**src/rtl/wb_mem_arbiter.sv**
```systemverilog
// Three-master Wishbone B3 arbiter for the shared main-RAM port, with a per-transfer watchdog.
// Define WB_MEM_ARBITER_ROUND_ROBIN_EN for round-robin arbitration (fixed m0 > m1 > m2 otherwise).
module wb_mem_arbiter #(
    parameter int AW      = 32,
    parameter int DW      = 32,
    parameter int TIMEOUT = 255
) (
    input  logic            wb_clk_i,
    input  logic            wb_rst_i,

    input  logic [AW-1:0]   m0_adr_i,
    input  logic [DW-1:0]   m0_dat_i,
    input  logic [DW/8-1:0] m0_sel_i,
    input  logic            m0_we_i,
    input  logic            m0_cyc_i,
    input  logic            m0_stb_i,
    input  logic [2:0]      m0_cti_i,
    input  logic [1:0]      m0_bte_i,
    output logic [DW-1:0]   m0_dat_o,
    output logic            m0_ack_o,
    output logic            m0_err_o,
    output logic            m0_rty_o,

    input  logic [AW-1:0]   m1_adr_i,
    input  logic [DW-1:0]   m1_dat_i,
    input  logic [DW/8-1:0] m1_sel_i,
    input  logic            m1_we_i,
    input  logic            m1_cyc_i,
    input  logic            m1_stb_i,
    input  logic [2:0]      m1_cti_i,
    input  logic [1:0]      m1_bte_i,
    output logic [DW-1:0]   m1_dat_o,
    output logic            m1_ack_o,
    output logic            m1_err_o,
    output logic            m1_rty_o,

    input  logic [AW-1:0]   m2_adr_i,
    input  logic [DW-1:0]   m2_dat_i,
    input  logic [DW/8-1:0] m2_sel_i,
    input  logic            m2_we_i,
    input  logic            m2_cyc_i,
    input  logic            m2_stb_i,
    input  logic [2:0]      m2_cti_i,
    input  logic [1:0]      m2_bte_i,
    output logic [DW-1:0]   m2_dat_o,
    output logic            m2_ack_o,
    output logic            m2_err_o,
    output logic            m2_rty_o,

    output logic [AW-1:0]   s_adr_o,
    output logic [DW-1:0]   s_dat_o,
    output logic [DW/8-1:0] s_sel_o,
    output logic            s_we_o,
    output logic            s_cyc_o,
    output logic            s_stb_o,
    output logic [2:0]      s_cti_o,
    output logic [1:0]      s_bte_o,
    input  logic [DW-1:0]   s_dat_i,
    input  logic            s_ack_i,
    input  logic            s_err_i,
    input  logic            s_rty_i
);

    localparam int SW = DW / 8;
    localparam int CW = $clog2(TIMEOUT + 1);

    typedef enum logic {
        ST_IDLE = 1'b0,
        ST_BUSY = 1'b1
    } state_t;

    state_t          state_q;
    logic [1:0]      own_q;
    logic [CW-1:0]   cnt_q;
    logic [CW-1:0]   cnt_d;

    logic [1:0]      grant_s;
    logic            any_cyc_s;
    logic            busy_s;
    logic            resp_s;
    logic            timeout_s;

    logic [AW-1:0]   o_adr_s;
    logic [DW-1:0]   o_dat_s;
    logic [SW-1:0]   o_sel_s;
    logic            o_we_s;
    logic            o_cyc_s;
    logic            o_stb_s;
    logic [2:0]      o_cti_s;
    logic [1:0]      o_bte_s;

    assign any_cyc_s = m0_cyc_i | m1_cyc_i | m2_cyc_i;

`ifdef WB_MEM_ARBITER_ROUND_ROBIN_EN
    logic [1:0] last_q;

    // Round-robin: search starts at the master after the previous owner.
    always_comb begin
        grant_s = 2'd0;
        case (last_q)
            2'd0:    grant_s = m1_cyc_i ? 2'd1 : (m2_cyc_i ? 2'd2 : 2'd0);
            2'd1:    grant_s = m2_cyc_i ? 2'd2 : (m0_cyc_i ? 2'd0 : 2'd1);
            default: grant_s = m0_cyc_i ? 2'd0 : (m1_cyc_i ? 2'd1 : 2'd2);
        endcase
    end

    // Remember the most recent winner to rotate priority.
    always_ff @(posedge wb_clk_i or posedge wb_rst_i) begin
        if (wb_rst_i) begin
            last_q <= 2'd2;
        end else if (state_q == ST_IDLE && any_cyc_s) begin
            last_q <= grant_s;
        end else begin
            last_q <= last_q;
        end
    end
`else
    // Fixed priority: debug over CPU data over CPU instruction.
    always_comb begin
        grant_s = 2'd2;
        if (m0_cyc_i) begin
            grant_s = 2'd0;
        end else if (m1_cyc_i) begin
            grant_s = 2'd1;
        end else begin
            grant_s = 2'd2;
        end
    end
`endif

    // Select the owner's bus signals; an illegal owner code falls back to m0.
    always_comb begin
        o_adr_s = m0_adr_i;
        o_dat_s = m0_dat_i;
        o_sel_s = m0_sel_i;
        o_we_s  = m0_we_i;
        o_cyc_s = m0_cyc_i;
        o_stb_s = m0_stb_i;
        o_cti_s = m0_cti_i;
        o_bte_s = m0_bte_i;
        case (own_q)
            2'd1: begin
                o_adr_s = m1_adr_i;
                o_dat_s = m1_dat_i;
                o_sel_s = m1_sel_i;
                o_we_s  = m1_we_i;
                o_cyc_s = m1_cyc_i;
                o_stb_s = m1_stb_i;
                o_cti_s = m1_cti_i;
                o_bte_s = m1_bte_i;
            end
            2'd2: begin
                o_adr_s = m2_adr_i;
                o_dat_s = m2_dat_i;
                o_sel_s = m2_sel_i;
                o_we_s  = m2_we_i;
                o_cyc_s = m2_cyc_i;
                o_stb_s = m2_stb_i;
                o_cti_s = m2_cti_i;
                o_bte_s = m2_bte_i;
            end
            default: begin
                o_adr_s = m0_adr_i;
                o_dat_s = m0_dat_i;
                o_sel_s = m0_sel_i;
                o_we_s  = m0_we_i;
                o_cyc_s = m0_cyc_i;
                o_stb_s = m0_stb_i;
                o_cti_s = m0_cti_i;
                o_bte_s = m0_bte_i;
            end
        endcase
    end

    // Reset gates the bus directly so strobes drop without waiting for an edge.
    assign busy_s    = (state_q == ST_BUSY) && !wb_rst_i;
    assign resp_s    = s_ack_i | s_err_i | s_rty_i;
    assign timeout_s = busy_s && o_stb_s && !resp_s && (cnt_q == CW'(TIMEOUT - 1));

    // Watchdog counts stalled strobed cycles of the current transfer.
    always_comb begin
        cnt_d = '0;
        if (!busy_s || !o_stb_s || resp_s || timeout_s) begin
            cnt_d = '0;
        end else begin
            cnt_d = cnt_q + CW'(1);
        end
    end

    // Ownership FSM: grant on any request, release only when the owner drops cyc.
    always_ff @(posedge wb_clk_i or posedge wb_rst_i) begin
        if (wb_rst_i) begin
            state_q <= ST_IDLE;
            own_q   <= 2'd0;
            cnt_q   <= '0;
        end else begin
            cnt_q <= cnt_d;
            case (state_q)
                ST_IDLE: begin
                    if (any_cyc_s) begin
                        state_q <= ST_BUSY;
                        own_q   <= grant_s;
                    end else begin
                        state_q <= ST_IDLE;
                    end
                end
                ST_BUSY: begin
                    if (!o_cyc_s) begin
                        state_q <= ST_IDLE;
                    end else begin
                        state_q <= ST_BUSY;
                    end
                end
                default: begin
                    state_q <= ST_IDLE;
                end
            endcase
        end
    end

    assign s_adr_o = o_adr_s;
    assign s_dat_o = o_dat_s;
    assign s_sel_o = o_sel_s;
    assign s_we_o  = o_we_s;
    assign s_cti_o = o_cti_s;
    assign s_bte_o = o_bte_s;
    assign s_cyc_o = busy_s & o_cyc_s;
    assign s_stb_o = busy_s & o_stb_s & ~timeout_s;

    assign m0_dat_o = s_dat_i;
    assign m1_dat_o = s_dat_i;
    assign m2_dat_o = s_dat_i;

    // Responses reach the owner only; the watchdog error is merged into err.
    assign m0_ack_o = busy_s && (own_q == 2'd0) && s_ack_i;
    assign m1_ack_o = busy_s && (own_q == 2'd1) && s_ack_i;
    assign m2_ack_o = busy_s && (own_q == 2'd2) && s_ack_i;
    assign m0_err_o = busy_s && (own_q == 2'd0) && (s_err_i || timeout_s);
    assign m1_err_o = busy_s && (own_q == 2'd1) && (s_err_i || timeout_s);
    assign m2_err_o = busy_s && (own_q == 2'd2) && (s_err_i || timeout_s);
    assign m0_rty_o = busy_s && (own_q == 2'd0) && s_rty_i;
    assign m1_rty_o = busy_s && (own_q == 2'd1) && s_rty_i;
    assign m2_rty_o = busy_s && (own_q == 2'd2) && s_rty_i;

endmodule
```
**config.mk**
```make
export PLATFORM = sky130hd
export DESIGN_NAME = wb_mem_arbiter
export DESIGN_NICKNAME = d
export VERILOG_FILES = /design/src/rtl/wb_mem_arbiter.sv
export SDC_FILE = /design/constraint.sdc
export NUM_CORES = 1
export LEC_CHECK = 0
export BUFFER_PORTS_ARGS = -buffer_cell sky130_fd_sc_hd__buf_2
export CAP_MARGIN = 20
export CORE_AREA = 2 2 174 176
export CTS_CLUSTER_SIZE = 16
export DETAILED_ROUTE_END_ITERATION = 10
export DIE_AREA = 0 0 176 178
export PLACE_DENSITY_LB_ADDON = 0.08
export SLEW_MARGIN = 15
export SYNTH_ARGS = -nofsm -noshare
export SYNTH_HDL_FRONTEND = slang
export SYNTH_SLANG_ARGS = --single-unit
```
**constraint.sdc**
```tcl
create_clock -name wb_clk_i -period 1.5 [get_ports wb_clk_i]
set_input_delay 0 -clock wb_clk_i [delete_from_list [all_inputs] [get_ports wb_clk_i]]
set_output_delay 0 -clock wb_clk_i [all_outputs]
set_load 0.02 [all_outputs]
```
# Yosys cells after proc, flatten, opt, wreduce, memory -nomap -nowiden

Cells that the tools add are included.

Bits in registers: 11
Logic and storage cells: 56

Add/subtract/negate cells: 1
Mux-type cells: 14
Bitwise logic cells: 9
Equality and inequality tests: 3
Reductions and logical operators: 26

Operators with widths:

| cell                | count |
|---|---|
| $pmux 32 s2         | 2 |
| $logic_and 1x1->1   | 16 |
| $add 8x1->8 const B | 1 |
| $eq 8x8->1 const B  | 1 |
| $mux 8              | 1 |
| $pmux 1 s2          | 4 |
| $pmux 4 s2          | 1 |
| $pmux 3 s2          | 1 |
| $logic_not 1->1     | 4 |
| $logic_or 1x1->1    | 4 |
| $mux 2              | 2 |
| $or 1x1->1          | 4 |
| $pmux 2 s2          | 1 |
| $and 1x1->1         | 3 |
| $eq 2x1->1 const B  | 1 |
| $eq 2x2->1 const B  | 1 |
| $logic_not 2->1     | 1 |
| $mux 1              | 2 |
| $not 1->1           | 2 |
| $reduce_and 2->1    | 1 |

# Longest topological paths before layout

Word-level depth: 7
Depth in mapped cells: 7
Mapped depth without buffers: 5

# Least setup slack after synthesis

No wires, ideal clock.

Path kind: register -> output
Start: register own_q[1]
End: output port m1_err_o
Setup slack: -317 ps
Arrival: 1817 ps
Required time: 1500 ps
Cell stages (with the launch flop): 8
Path through: dfrtp_1 inv_1 ha_1 buf_2 buf_2 clkbuf_1 nand3_1 o31ai_1

Cells in the longest elaborated chain, start to end: 7
Elaborated cells on any way between the ends: 9
Classes of those cells: eq/ne: 2; mux: 1; reduce/logical: 6

Ends and longest elaborated chain:

| what                                            | RTL line | source |
|---|---|---|
| start: declaration                              | 73       | `logic [1:0] own_q;` |
| start signal: assignment                        | 202      | `own_q <= grant_s;` |
| $eq 2x2->1 / $eq 2x1->1 (equally long branches) | 141, 239 |  |
| $pmux 1 s2                                      | 141      | `case (own_q)` |
| $logic_and 1x1->1 (3 in series)                 | 178      | `assign timeout_s = busy_s && o_stb_s && !resp_s && (cnt_q == CW'(TIMEOUT - 1));` |
| $logic_or 1x1->1                                | 239      | `assign m1_err_o = busy_s && (own_q == 2'd1) && (s_err_i \|\| timeout_s);` |
| $logic_and 1x1->1 *                             | 239      |  |
| end: declaration                                | 34       | `output logic m1_err_o,` |

Every way passes the cells marked *; elsewhere a longest branch is shown, timed or not.

# Worst setup path after layout

Same ends and word-level chain as after synthesis.

==> run summary <==
The first global-routing pass estimated 25.70 mm of wire. The largest net degree at the start of global routing is 26. buf_4 takes more of the synthesized area than any other cell. The normalized max-slew margin came out at 69.29%. The maximum buffer depth of the clock tree came out at 2. The sequential group share of total power is 2.0%. The synthesized design contains 0 enable-type register cells. The top fanout value on the critical path is 7. The post-detailed-route wirelength per cell came out at 17.84 µm. The detailed-routing iteration count for the pre-antenna-repair pass came out at 5.

The area of the die is 31,330 µm². The final cycle utilization of the critical path is 120.8%. The total nets after synthesis came out at 706. Before CTS, the worst setup slack after placement is -0.1655 ns. The switching power share of the total is 51.07%.

The half-perimeter wire length after placement came out at 14.05 mm. The number of global-route vias before repair is 4,231. The flow ran to the end, but the final reports show violations. The power consumption is 18.32 mW. The static power due to leakage came out at 2.657 nW. Across the run, the number of max-cap violations was 0. TritonCTS built the clock tree. The endpoint identified for the worst register-to-register timing path is cnt_q[6].

The maximum level of the CTS H-tree is 1. Once detail routing completed, the nets flagged for antenna violations numbered 0. The global placer's final weighted congestion is 0.7806.

The clock period minus worst slack is 1.813 ns. The slack of the critical path came out at -0.3126 ns. The hold-critical path depth came out at 0. Clock-pin slew was measured on the worst setup and hold paths at 0.04 ns. STA classifies the critical path startpoint as a register. The final wirelength is 19.25 mm. The overall overflow remaining after global route came out at 0. For this design, the slowest cell found on the critical path is dfrtp_1. The number of antenna violations at the first check in global routing is 0. The number of library cell types mapped by synthesis is 34. After synthesis, the most frequently instantiated cells are 96 x buf_4, 78 x a21oi_1, 75 x a22oi_1, 75 x nor2_1, 24 x clkbuf_1. The internal cell power came out at 8.962 mW. The maximum resistive drop on vdd is 0.9300 mV. The gate count of the mapped netlist came out at 436. Summing over every cut layer, the via total after detailed routing is 4,148. The core region is 29,400 µm². The number of setup violations in the final report is 91. Among all cell types in the netlist, the one instantiated most often is buf_4. Dividing total power by cell area gives a power density of 2951 nW/µm².

The total inserted antenna cells is 0. The DRC violation count after routing is 0. The clock latency at the later pin of the worst-skew pair came out at 0.24 ns. The transition at the pin with the smallest max-transition slack is 0.4601 ns. The initial cell density of the core is 9.720%. Of the cells placed in the final design, the portion with a size suffix greater than 1 is 76.63%. The top cell type by area accounts for 25.22% of the synthesized area.

The number of placement rows is 63. In this run the critical register-to-register path is launched from own_q[1]. The share of the Yosys chip area taken by registers is 9.632%.

The total of buffers placed on input and output ports came out at 317. The number of DRC markers after the initial detailed-route iteration is 134. The clock network power share is 2.7%.

The relative contribution of combinational cells to total power came out at 95.3%. The highest clock frequency the design can meet came out at 551.7 MHz. The TritonCTS sink count came out at 11.

The kind of end point of the critical path is an output pin. The data required time at the worst endpoint came out at 1.50 ns. Setup repair after global routing could not meet its margin everywhere. The setup path with the least slack is of type register to output pin.

CTS placed an instance of clkbuf_16 at the clock tree root. Summing every instance area after synthesis gives 2858 µm². The reported net switching power is 9.356 mW. Sorting the synthesized cells by area gives the leading types as buf_4 25%, a22oi_1 20%, a21oi_1 14%. The via-per-instance ratio came out at 3.844. The number of nets in the layout is 960. In this run the most critical hold path is launched from s_dat_i[22].

In this run the worst hold path is classified as input port to output pin. The arrival time of the worst setup path came out at 1.81 ns. The checks that failed: setup timing. Counting flops with an async set or reset pin after synthesis yields a share of 100.0%. Buffers inserted during clock tree synthesis total 3. The die is 178 µm tall. The layout-stage area growth over the synthesis result is 117.2%. The worst register-to-register path has a depth of 5. In this design, the stage delay of the slowest critical-path cell is 0.39 ns. In the global route stage, overall resource usage came out at 10.67%.

The mean cell area of the mapped netlist is 6.554 µm². The count of pins on the block boundary came out at 446. The primary flip-flop cell chosen by synthesis mapping is dfrtp_1. The die width came out at 176 µm. The total count of max-transition violations in the final report is 0. The worst hold path terminates at m2_dat_o[22]. The synthesis warning total came out at 0. The reg-to-reg setup timing slack came out at -0.25 ns. The largest clock skew in the final design is 0.001161 ns.

Walking the worst path, the cells encountered are inv_2, ha_4, nor2_2, a211o_4, o31ai_4, buf_6. The number of failing hold endpoints at the final stage came out at 0. The flip-flop and latch count after synthesis is 11.
## repair_timing
item | in CTS | in global routing
pin swaps | 10 | 13
cloned | 6 | 7
resized for setup | 152 | 94
endpoints found under the hold margin | 12 | 0
hold buffers | 2 | 0
setup endpoints to repair | 92 | 92
buffers inserted | 5 | 7
## metrics by stage
| stage | cell area, µm² | instances | setup TNS, ns | hold slack, ns | util, % |
|---|---|---|---|---|---|
| floorplan | 3124 | 436 | -2.195 | -0.1476 | - |
| global placement | 4725 | 1048 | -4.076 | 0.0002639 | 16.07 |
| detailed placement | 4725 | 1048 | -5.270 | 0.0002639 | 16.07 |
| CTS | 5603 | 1065 | -19.85 | 0.0002639 | 19.06 |
| global route | 6207 | 1079 | -27.69 | 0.00006148 | 21.11 |
| finish | 6207 | 1079 | -20.07 | 0.00001379 | 21.11 |
## state kept, by name, summed over array words and instances, names as in the netlist
name and count:
own_q 2, cnt_q 8, state_q 1
## logic make-up (layout without fill, tap and decap cells)
logic type,count (synthesis),after routing,share of synthesized area [%]
DFF,11,11,9.632
AOI/OAI and AO/OA,167,167,37.87
buffers and inverters,138,391,31.26
and+or+nand+nor,111,111,17.78
muxes,1,1,0.3503
adders and majority gates,5,5,2.189
xor gates and xnor gates,3,3,0.9196
## layout by cell type, fill, tap and decap left out, drive strengths merged, types with 3 or more instances in the layout
cell,synthesis,routed
a211oi,3,3
a21oi,78,78
a22oi,75,75
and3,6,6
buf,108,372
clkbuf,24,10
dfrtp,11,11
ha,5,5
inv,6,6
nand3,10,10
nor2,77,77
nor3,7,7
o21ai,3,3
o31ai,3,3
or3,4,4
## power by group through the flow
| stage | Combinational (mW) | Sequential (mW) | Clock [mW] |
|---|---|---|---|
| floorplan | 7.72 | 0.374 | 0 |
| CTS | 15.5 | 0.369 | 0.504 |
| global placement | 12.1 | 0.372 | 0 |
| global route | 18.6 | 0.381 | 0.525 |
| finish | 17.5 | 0.372 | 0.495 |
| detailed placement | 12.1 | 0.372 | 0 |
## layer usage
metal | wire (µm) | track usage, % | vias up
li1 | - | - | 1975
met5 | 0 | 0 | -
met4 | 67 | 1.067 | 0
met2 | 10260 | 20.00 | 208
met3 | 1457 | 3.090 | 7
met1 | 7473 | 12.38 | 1958
## worst max-delay path: cells and delay by family, from the launching register on
kind / cells / cell delay (ns)
compound gates: 2 / 0.51
flops: 1 / 0.39
fa+ha+maj: 1 / 0.36
buf+inv: 2 / 0.23
simple gates: 1 / 0.07
## worst max path at each step
stage                     startpoint          end  slack [ns]
after floorplan             own_q[0]     cnt_q[5]       -0.09
after global routing        own_q[1]   s_dat_o[4]       -0.38
after CTS                   own_q[1]     m1_err_o       -0.31
final                       own_q[1]     m1_err_o       -0.31
after detailed placement    own_q[0]  s_dat_o[17]       -0.17
after global placement      own_q[1]     cnt_q[5]       -0.14
## final cells by class
class | count | area [µm²]
clock buffers | 4 | 78.83
fillers | 3357 | 23190
inverters | 6 | 22.52
multi-input cells | 287 | 2440
flip-flops and latches | 11 | 275.3
well taps | 390 | 488.0
repair buffers | 381 | 2903
No activity file was read; power rests on OpenSTA's default activity.
